[src/rtl/noc_client_tx.sv]
`timescale 1ns/1ps
// noc_client_tx
// Client-side packet transmitter feeding one pi_switch input port.
// A packet request (dest, len) is accepted in IDLE; the following len payload
// beats are tagged with dest and pushed into a 2-entry skid buffer whose head
// drives the switch-facing stream. Illegal requests are dropped with a
// one-cycle err pulse.
//
// Ports
//   clk, rst                      clock, synchronous active-high reset
//   req_valid/req_ready           packet request handshake
//   req_dest [A_W], req_len [LEN_W] request fields
//   pl_data [D_W], pl_valid/pl_ready payload beat stream (pl_ready registered)
//   m_axis_wdata [A_W+D_W]        flit {dest, data} to the switch
//   m_axis_wvalid/m_axis_wready   flit handshake
//   m_axis_wlast                  final flit of a packet
//   busy                          packet in progress or flits buffered
//   err                           one-cycle pulse when a request is dropped
//   pkt_count [32]                packets completed (wlast handshakes), wrapping
module noc_client_tx #(
  parameter int N       = 2,
  parameter int A_W     = $clog2(N) + 1,
  parameter int D_W     = 32,
  parameter int MAX_LEN = 16,
  parameter int LEN_W   = $clog2(MAX_LEN + 1)
) (
  input  logic                 clk,
  input  logic                 rst,
  input  logic                 req_valid,
  output logic                 req_ready,
  input  logic [A_W-1:0]       req_dest,
  input  logic [LEN_W-1:0]     req_len,
  input  logic [D_W-1:0]       pl_data,
  input  logic                 pl_valid,
  output logic                 pl_ready,
  output logic [A_W+D_W-1:0]   m_axis_wdata,
  output logic                 m_axis_wvalid,
  input  logic                 m_axis_wready,
  output logic                 m_axis_wlast,
  output logic                 busy,
  output logic                 err,
  output logic [31:0]          pkt_count
);

  localparam logic [31:0] MAX_LEN_U = 32'(MAX_LEN);
  localparam logic [31:0] N_U       = 32'(N);

  typedef enum logic {IDLE, SEND} state_t;

  state_t               state, state_nxt;
  logic [A_W-1:0]       dest_q;
  logic [LEN_W-1:0]     rem_q;
  logic [1:0]           occ, occ_nxt;
  logic [A_W+D_W-1:0]   ent0_data, ent1_data;
  logic                 ent0_last, ent1_last;
  logic                 pl_rdy_q;
  logic                 err_q;
  logic [31:0]          pkt_cnt_q;

  logic req_hs, req_bad, push, pop, push_last;
  logic [A_W+D_W-1:0] new_flit;

  assign req_ready = (state == IDLE) & ~rst;
  assign pl_ready  = pl_rdy_q & ~rst;

  assign req_hs    = req_valid & req_ready;
  assign req_bad   = (req_len == '0) | (32'(req_len) > MAX_LEN_U) | (32'(req_dest) >= N_U);
  assign push      = pl_valid & pl_ready;
  assign pop       = m_axis_wvalid & m_axis_wready;
  assign push_last = (rem_q == LEN_W'(1));
  assign new_flit  = {dest_q, pl_data};

  always_comb begin
    state_nxt = state;
    case (state)
      IDLE:    if (req_hs && !req_bad) state_nxt = SEND;
      SEND:    if (push && push_last)  state_nxt = IDLE;
      default: state_nxt = IDLE;
    endcase
  end

  always_comb begin
    occ_nxt = occ;
    if (push && !pop)      occ_nxt = occ + 2'd1;
    else if (!push && pop) occ_nxt = occ - 2'd1;
  end

  // Control and buffer head (head is reset so the output flit reads zero)
  always_ff @(posedge clk) begin
    if (rst) begin
      state     <= IDLE;
      occ       <= 2'd0;
      pl_rdy_q  <= 1'b0;
      err_q     <= 1'b0;
      pkt_cnt_q <= 32'd0;
      ent0_data <= '0;
      ent0_last <= 1'b0;
    end else begin
      state    <= state_nxt;
      occ      <= occ_nxt;
      // Ready is decided from next-cycle occupancy so it never depends on wready combinationally.
      pl_rdy_q <= (state_nxt == SEND) && (occ_nxt != 2'd2);
      err_q    <= req_hs & req_bad;
      if (pop && ent0_last) pkt_cnt_q <= pkt_cnt_q + 32'd1;
      // Head takes the new beat when the buffer is empty or its only entry leaves;
      // otherwise a pop shifts the second entry forward.
      if (push && ((occ == 2'd0) || ((occ == 2'd1) && pop))) begin
        ent0_data <= new_flit;
        ent0_last <= push_last;
      end else if (pop && (occ == 2'd2)) begin
        ent0_data <= ent1_data;
        ent0_last <= ent1_last;
      end
    end
  end

  // Datapath registers: packet context and second buffer entry
  always_ff @(posedge clk) begin
    if (req_hs) begin
      dest_q <= req_dest;
      rem_q  <= req_len;
    end else if (push) begin
      rem_q  <= rem_q - LEN_W'(1);
    end
    if (push && (((occ == 2'd1) && !pop) || ((occ == 2'd2) && pop))) begin
      ent1_data <= new_flit;
      ent1_last <= push_last;
    end
  end

  assign m_axis_wvalid = (occ != 2'd0);
  assign m_axis_wlast  = ent0_last & m_axis_wvalid;
  assign m_axis_wdata  = ent0_data;
  assign busy          = (state == SEND) | (occ != 2'd0);
  assign err           = err_q;
  assign pkt_count     = pkt_cnt_q;

endmodule
[config.mk]
export PLATFORM = sky130hd
export DESIGN_NAME = noc_client_tx
export DESIGN_NICKNAME = d
export VERILOG_FILES = /design/src/rtl/noc_client_tx.sv
export SDC_FILE = /design/constraint.sdc
export NUM_CORES = 1
export LEC_CHECK = 0
export ABC_AREA = 1
export CORE_MARGIN = 3
export CORE_UTILIZATION = 57
export CTS_BUF_LIST = sky130_fd_sc_hd__clkbuf_4 sky130_fd_sc_hd__clkbuf_8
export DETAILED_ROUTE_END_ITERATION = 10
export HOLD_SLACK_MARGIN = 0.08
export PLACE_DENSITY = 0.92
export SYNTH_ARGS = -nofsm -noshare
export SYNTH_HDL_FRONTEND = slang
export SYNTH_SLANG_ARGS = --single-unit
export TNS_END_PERCENT = 100
[constraint.sdc]
create_clock -name clk -period 8.1 [get_ports clk]
set_input_delay 1.215 -clock clk [delete_from_list [all_inputs] [get_ports clk]]
set_output_delay 1.215 -clock clk [all_outputs]
set_load 0.02 [all_outputs]
# Word level (Yosys, flattened, before mapping)
# Index checks and enable logic that the tools add are counted.
[totals]
output_inout_bits = 72
reg_bits = 114
word_cells = 65
[op_classes]
reduce_logical = 21
n_lt_le_gt_ge = 2
bitwise = 12
n_addsub = 4
mux = 11
eq_ne = 4
[op_table]
columns = ["cell", "count"]
rows = [
  ["$mux 34", 2],
  ["$add 32x1->32 const B", 1],
  ["$logic_and 1x1->1", 11],
  ["$mux 5", 2],
  ["$and 1x1->1", 7],
  ["$reduce_bool 2->1", 3],
  ["$eq 5x1->1 const B", 1],
  ["$gt 5x5->1 const B", 1],
  ["$logic_not 5->1", 1],
  ["$sub 5x1->5 const B", 1],
  ["$mux 1", 4],
  ["$mux 2", 2],
  ["$logic_not 1->1", 3],
  ["$or 1x1->1", 3],
  ["$add 2x1->2 const B", 1],
  ["$eq 2x1->1 const B", 1],
  ["$eq 2x2->1 const B", 1],
  ["$ge 2x2->1 const B", 1],
  ["$logic_not 2->1", 1],
  ["$logic_or 1x1->1", 2],
  ["$ne 2x2->1 const B", 1],
  ["$not 1->1", 2],
  ["$pmux 1 s2", 1],
  ["$sub 2x1->2 const B", 1],
]

# Logic depth before layout (Yosys ltp)
[depth]
depth_word = 9
depth_mapped = 12

# Least setup slack after synthesis
# No wires, ideal clock.
[synth_timing]
path_kind = "input -> register"
start = "in rst"
end = "reg ent1_data[0], enable pin"
setup_ps = 440
t_arrival_ps = 3511
setup_slack_ps = 4149
stages = 5
t_required_ps = 7660
path_cell_list = "nor2_2 > nand2_2 > nor2_1 > inv_1 > o22ai_1"
[synth_via]
elab_chain_cells = 4
[synth_lines]
columns = ["element", "line", "source"]
rows = [
  ["start: declaration", "28", "input logic rst,"],
  ["$not 1->1", "64", "assign pl_ready = pl_rdy_q & ~rst;"],
  ["$and 1x1->1", "64", ""],
  ["$and 1x1->1", "68", "assign push = pl_valid & pl_ready;"],
  ["$logic_and 1x1->1", "125", "if (push && (((occ == 2'd1) && !pop) || ((occ == 2'd2) && pop))) begin"],
  ["end signal: assignment", "126", "ent1_data <= new_flit;"],
  ["end: declaration", "54", "logic [A_W+D_W-1:0] ent0_data, ent1_data;"],
]
# No other way between the ends.
# A chain may end at the register's enable or synchronous reset.

# Worst setup path after layout
[layout_timing]
start = "in m_axis_wready"
end = "reg ent0_data[15] (netlist: m_axis_wdata[15])"
[layout_via]
elab_chain_cells = 5
word_cells_on_any_way = 7
[layout_lines]
columns = ["element", "line", "source"]
rows = [
  ["start: declaration", "38", "input logic m_axis_wready,"],
  ["$and 1x1->1 *", "69", "assign pop = m_axis_wvalid & m_axis_wready;"],
  ["$logic_and 1x1->1", "107", "if (push && ((occ == 2'd0) || ((occ == 2'd1) && pop))) begin"],
  ["$logic_or 1x1->1", "107", ""],
  ["$logic_and 1x1->1", "107", ""],
  ["$mux 34 / $reduce_bool 2->1 (equally long branches)", "-", ""],
  ["end signal: assignment", "108", "ent0_data <= new_flit;"],
  ["end signal: assignment", "111", "ent0_data <= ent1_data;"],
  ["end: declaration", "54", ""],
]
# Mark *: on every way between the ends. The rest lies on a longest branch, timed or not.

==> out/qor.txt <==
Status = completed
Register Area = 2703 um^2
Clk pwr share = 44.8%
Largest net degree at the start of global routing = 48
H-tree levels = 4
Wirelength, routed = 13.57 mm
WP data arrival = 4.81 ns
Setup crit start kind = primary input
Seq cells post-synth = 114
Syn Nets = 759
Fmax = 220.1 MHz
Post-DR wirelength/cell = 14.43 um
Crit-path leading delay family = simple AND/OR/NAND/NOR gates
Slew @ Worst Pin = 1.222 ns
Static Leak = 0.002788 uW
Peak supply drop = 0.0001785 V
Rows = 34
Fin. Hold Viols = 0
Yosys Warn Count = 0
Reg power frac = 45.8%
Psw = 304.3 uW
Power Dens Cells = 190.9 nW/um^2
Final HPWL DP = 9.050 mm
Via count = 5,082
Max cap viols = 0
Reg-to-Reg End = m_axis_wdata[15]
Critical Path Start = m_axis_wready
Post-Syn Area = 5316 um^2
P_int = 1021 uW
Setup CP Type = in2reg
Switch share = 22.96%
Detailed Routing Iterations Pass 1 = 5
Nets = 870
Design Power = 1325 uW
CTS Sinks = 114
Cts repair resizes = 0
Fill count = 581
Slowest cell on the critical path = nand2_1
Final GP Congestion = 0.9171
Multi-input logic area = 2135 um^2
Synth area leader = dfxtp_1
# setup viols final = 0
Total track usage = 26.21%
CP peak stage delay = 0.98 ns
Relative slew margins = 18.31%
Die X-Extent = 102.6 um
Hold path start = dest_q[1]
Power share of the combinational group = 9.4%
CTS tree = built
Drc violations = 0
Vias in the first global route = 4,766
Final Cycle Share = 56.09%
Cells after synthesis = 708
Slew Viols, Final = 0
IO buf count = 115
Crit end category = register
R2R setup slack = 4.17 ns
Top cells by area, synth = dfxtp_1 (27%), edfxtp_1 (24%), nor2_1 (12%)
Hold worst-path end = ent1_data[33]
Root Buffer = clkbuf_8
DRT iter0 DRCs = 232
Worst flop-to-flop path startpoint = occ[0]
Max Root-Sink Buffers = 2
Antenna violations before repair = 0
Initial Utilization = 59.79%
Sequential area share after synthesis = 50.84%
Via density = 5.406
Critical Path Most Common Cell = nor2_1
Tmin final = 4.543 ns
Post-CTS Setup Bufs = 0
Distinct cells, synth = 31
Skew-Pair Late Insertion Delay = 0.42 ns
Area growth syn-to-layout = 30.55%
Crit-path cells = clkdlybuf4s50_1 > nand2_1 > o21ai_4 > nand2_1 > nand2_2 > nor2_1 > nor2_1 > nor2_1
Layout cells sized above 1 = 6.130%
Setup TNS = 0 ns
CP Data Required Time = 8.37 ns
Ports = 116
Hold Path Stages = 0
RSZ-0062 raised after global routing = false
CTS Buf Count = 17
Worst r2r path cells = 10
Hold crit path type = reg2reg
Die area = 10,520 um^2
Critical path peak fanout = 38
Clock transition at path regs = 0.07 ns
N_diodes = 0
Post-DRT Antenna Nets = 0
GRT overflow = 0
First-pass GRT wire length = 21.95 mm
Min Hold Slack = 0.5035 ns
Die height = 102.6 um
Placeable Area = 8891 um^2
Yosys top cell area share = 27.11%
Avg Inst Size Synth = 7.509 um^2
WP buf/inv = 1
Clk_skew = 0.01141 ns
Post-CTS Hold Buffers = 0
[logic make-up after synthesis]
logic type      share of synthesized area [%]
buf+inv                                 9.273
simple gates                            32.83
xor+xnor                               0.9886
compound gates                          4.425
flops                                   50.84
fa+ha+maj                               1.647
[synth_stat cells]
cell type / number
nor2_2: 5
clkbuf_1: 7
nand2_1: 131
nand3_2: 1
nand4_1: 7
edfxtp_1: 42
a31oi_1: 1
inv_1: 92
nand3_1: 100
o22ai_1: 1
o21a_1: 3
xnor2_1: 3
buf_6: 3
or2_2: 1
buf_1: 5
nor2_1: 163
buf_2: 7
nand3b_1: 1
o21ai_4: 1
o21ai_1: 1
clkinv_1: 1
a21oi_1: 17
buf_4: 1
o21ai_0: 17
nor3_1: 6
inv_2: 6
dfxtp_1: 72
ha_1: 7
xor2_1: 3
nand2_2: 2
a21oi_2: 1
[state kept, by name, summed over array words and instances, names as in the netlist, 2 cells and up]
signal / flops
dest_q: 2
m_axis_wdata: 34
rem_q: 5
occ: 2
ent1_data: 34
pkt_count: 32
[worst max path at each step]
stage                       end  slack, ns  cells past startpoint
6_report       m_axis_wdata[15]       3.56                      8
2_1_floorplan      ent1_data[0]       4.15                      5
3_3_place_gp   m_axis_wdata[30]       3.46                      8
5_1_grt        m_axis_wdata[15]       3.25                      8
4_1_cts        m_axis_wdata[15]       3.64                      8
3_5_place_dp   m_axis_wdata[13]       3.26                      8
[metal layers]
metal	vias to the layer above	track usage [%]	routed length, um
met1	2311	32.68	5340
met2	269	44.69	6726
li1	2461	-	-
met5	-	0	0
met3	41	6.157	1182
met4	0	9.183	316
[per-stage QoR]
| step | cell area, um^2 | util, % | setup WS [ns] | std cells |
|---|---|---|---|---|
| 3_5_place_dp | 6490 | 72.99 | 3.262 | 908 |
| 3_3_place_gp | 6490 | 72.99 | 3.463 | 908 |
| 5_1_grt | 6940 | 78.06 | 3.247 | 940 |
| 2_1_floorplan | 5316 | - | 4.149 | 708 |
| 6_report | 6940 | 78.06 | 3.557 | 940 |
| 4_1_cts | 6940 | 78.06 | 3.638 | 940 |
[power by group through the flow]
stage	Combinational, uW	Sequential [uW]	Clock, uW
final	125	606	594
after global routing	137	607	623
after CTS	124	606	594
after detailed placement	122	619	0
after global placement	117	618	0
after floorplan	67.4	622	0
[placed cells by master, fill, tap and decap left out, drive strengths merged, types with 4 or more instances in the layout]
master,n
nand4,7
clkdlybuf4s50,114
nor2,168
inv,98
nor3,6
dfxtp,72
edfxtp,42
a21oi,18
nand2,133
bufinv,4
o21ai,19
clkbuf,23
ha,7
nand3,101
[cell type report]
cell class / count / area share (%)
clock buffer: 23 / 4.291
multi-input combinational: 472 / 30.76
sequential: 114 / 38.94
tap: 108 / 1.947
clock inverter: 9 / 2.199
inverter: 99 / 5.354
timing repair buffer: 115 / 16.51
No activity file was read; power rests on OpenSTA's default activity.
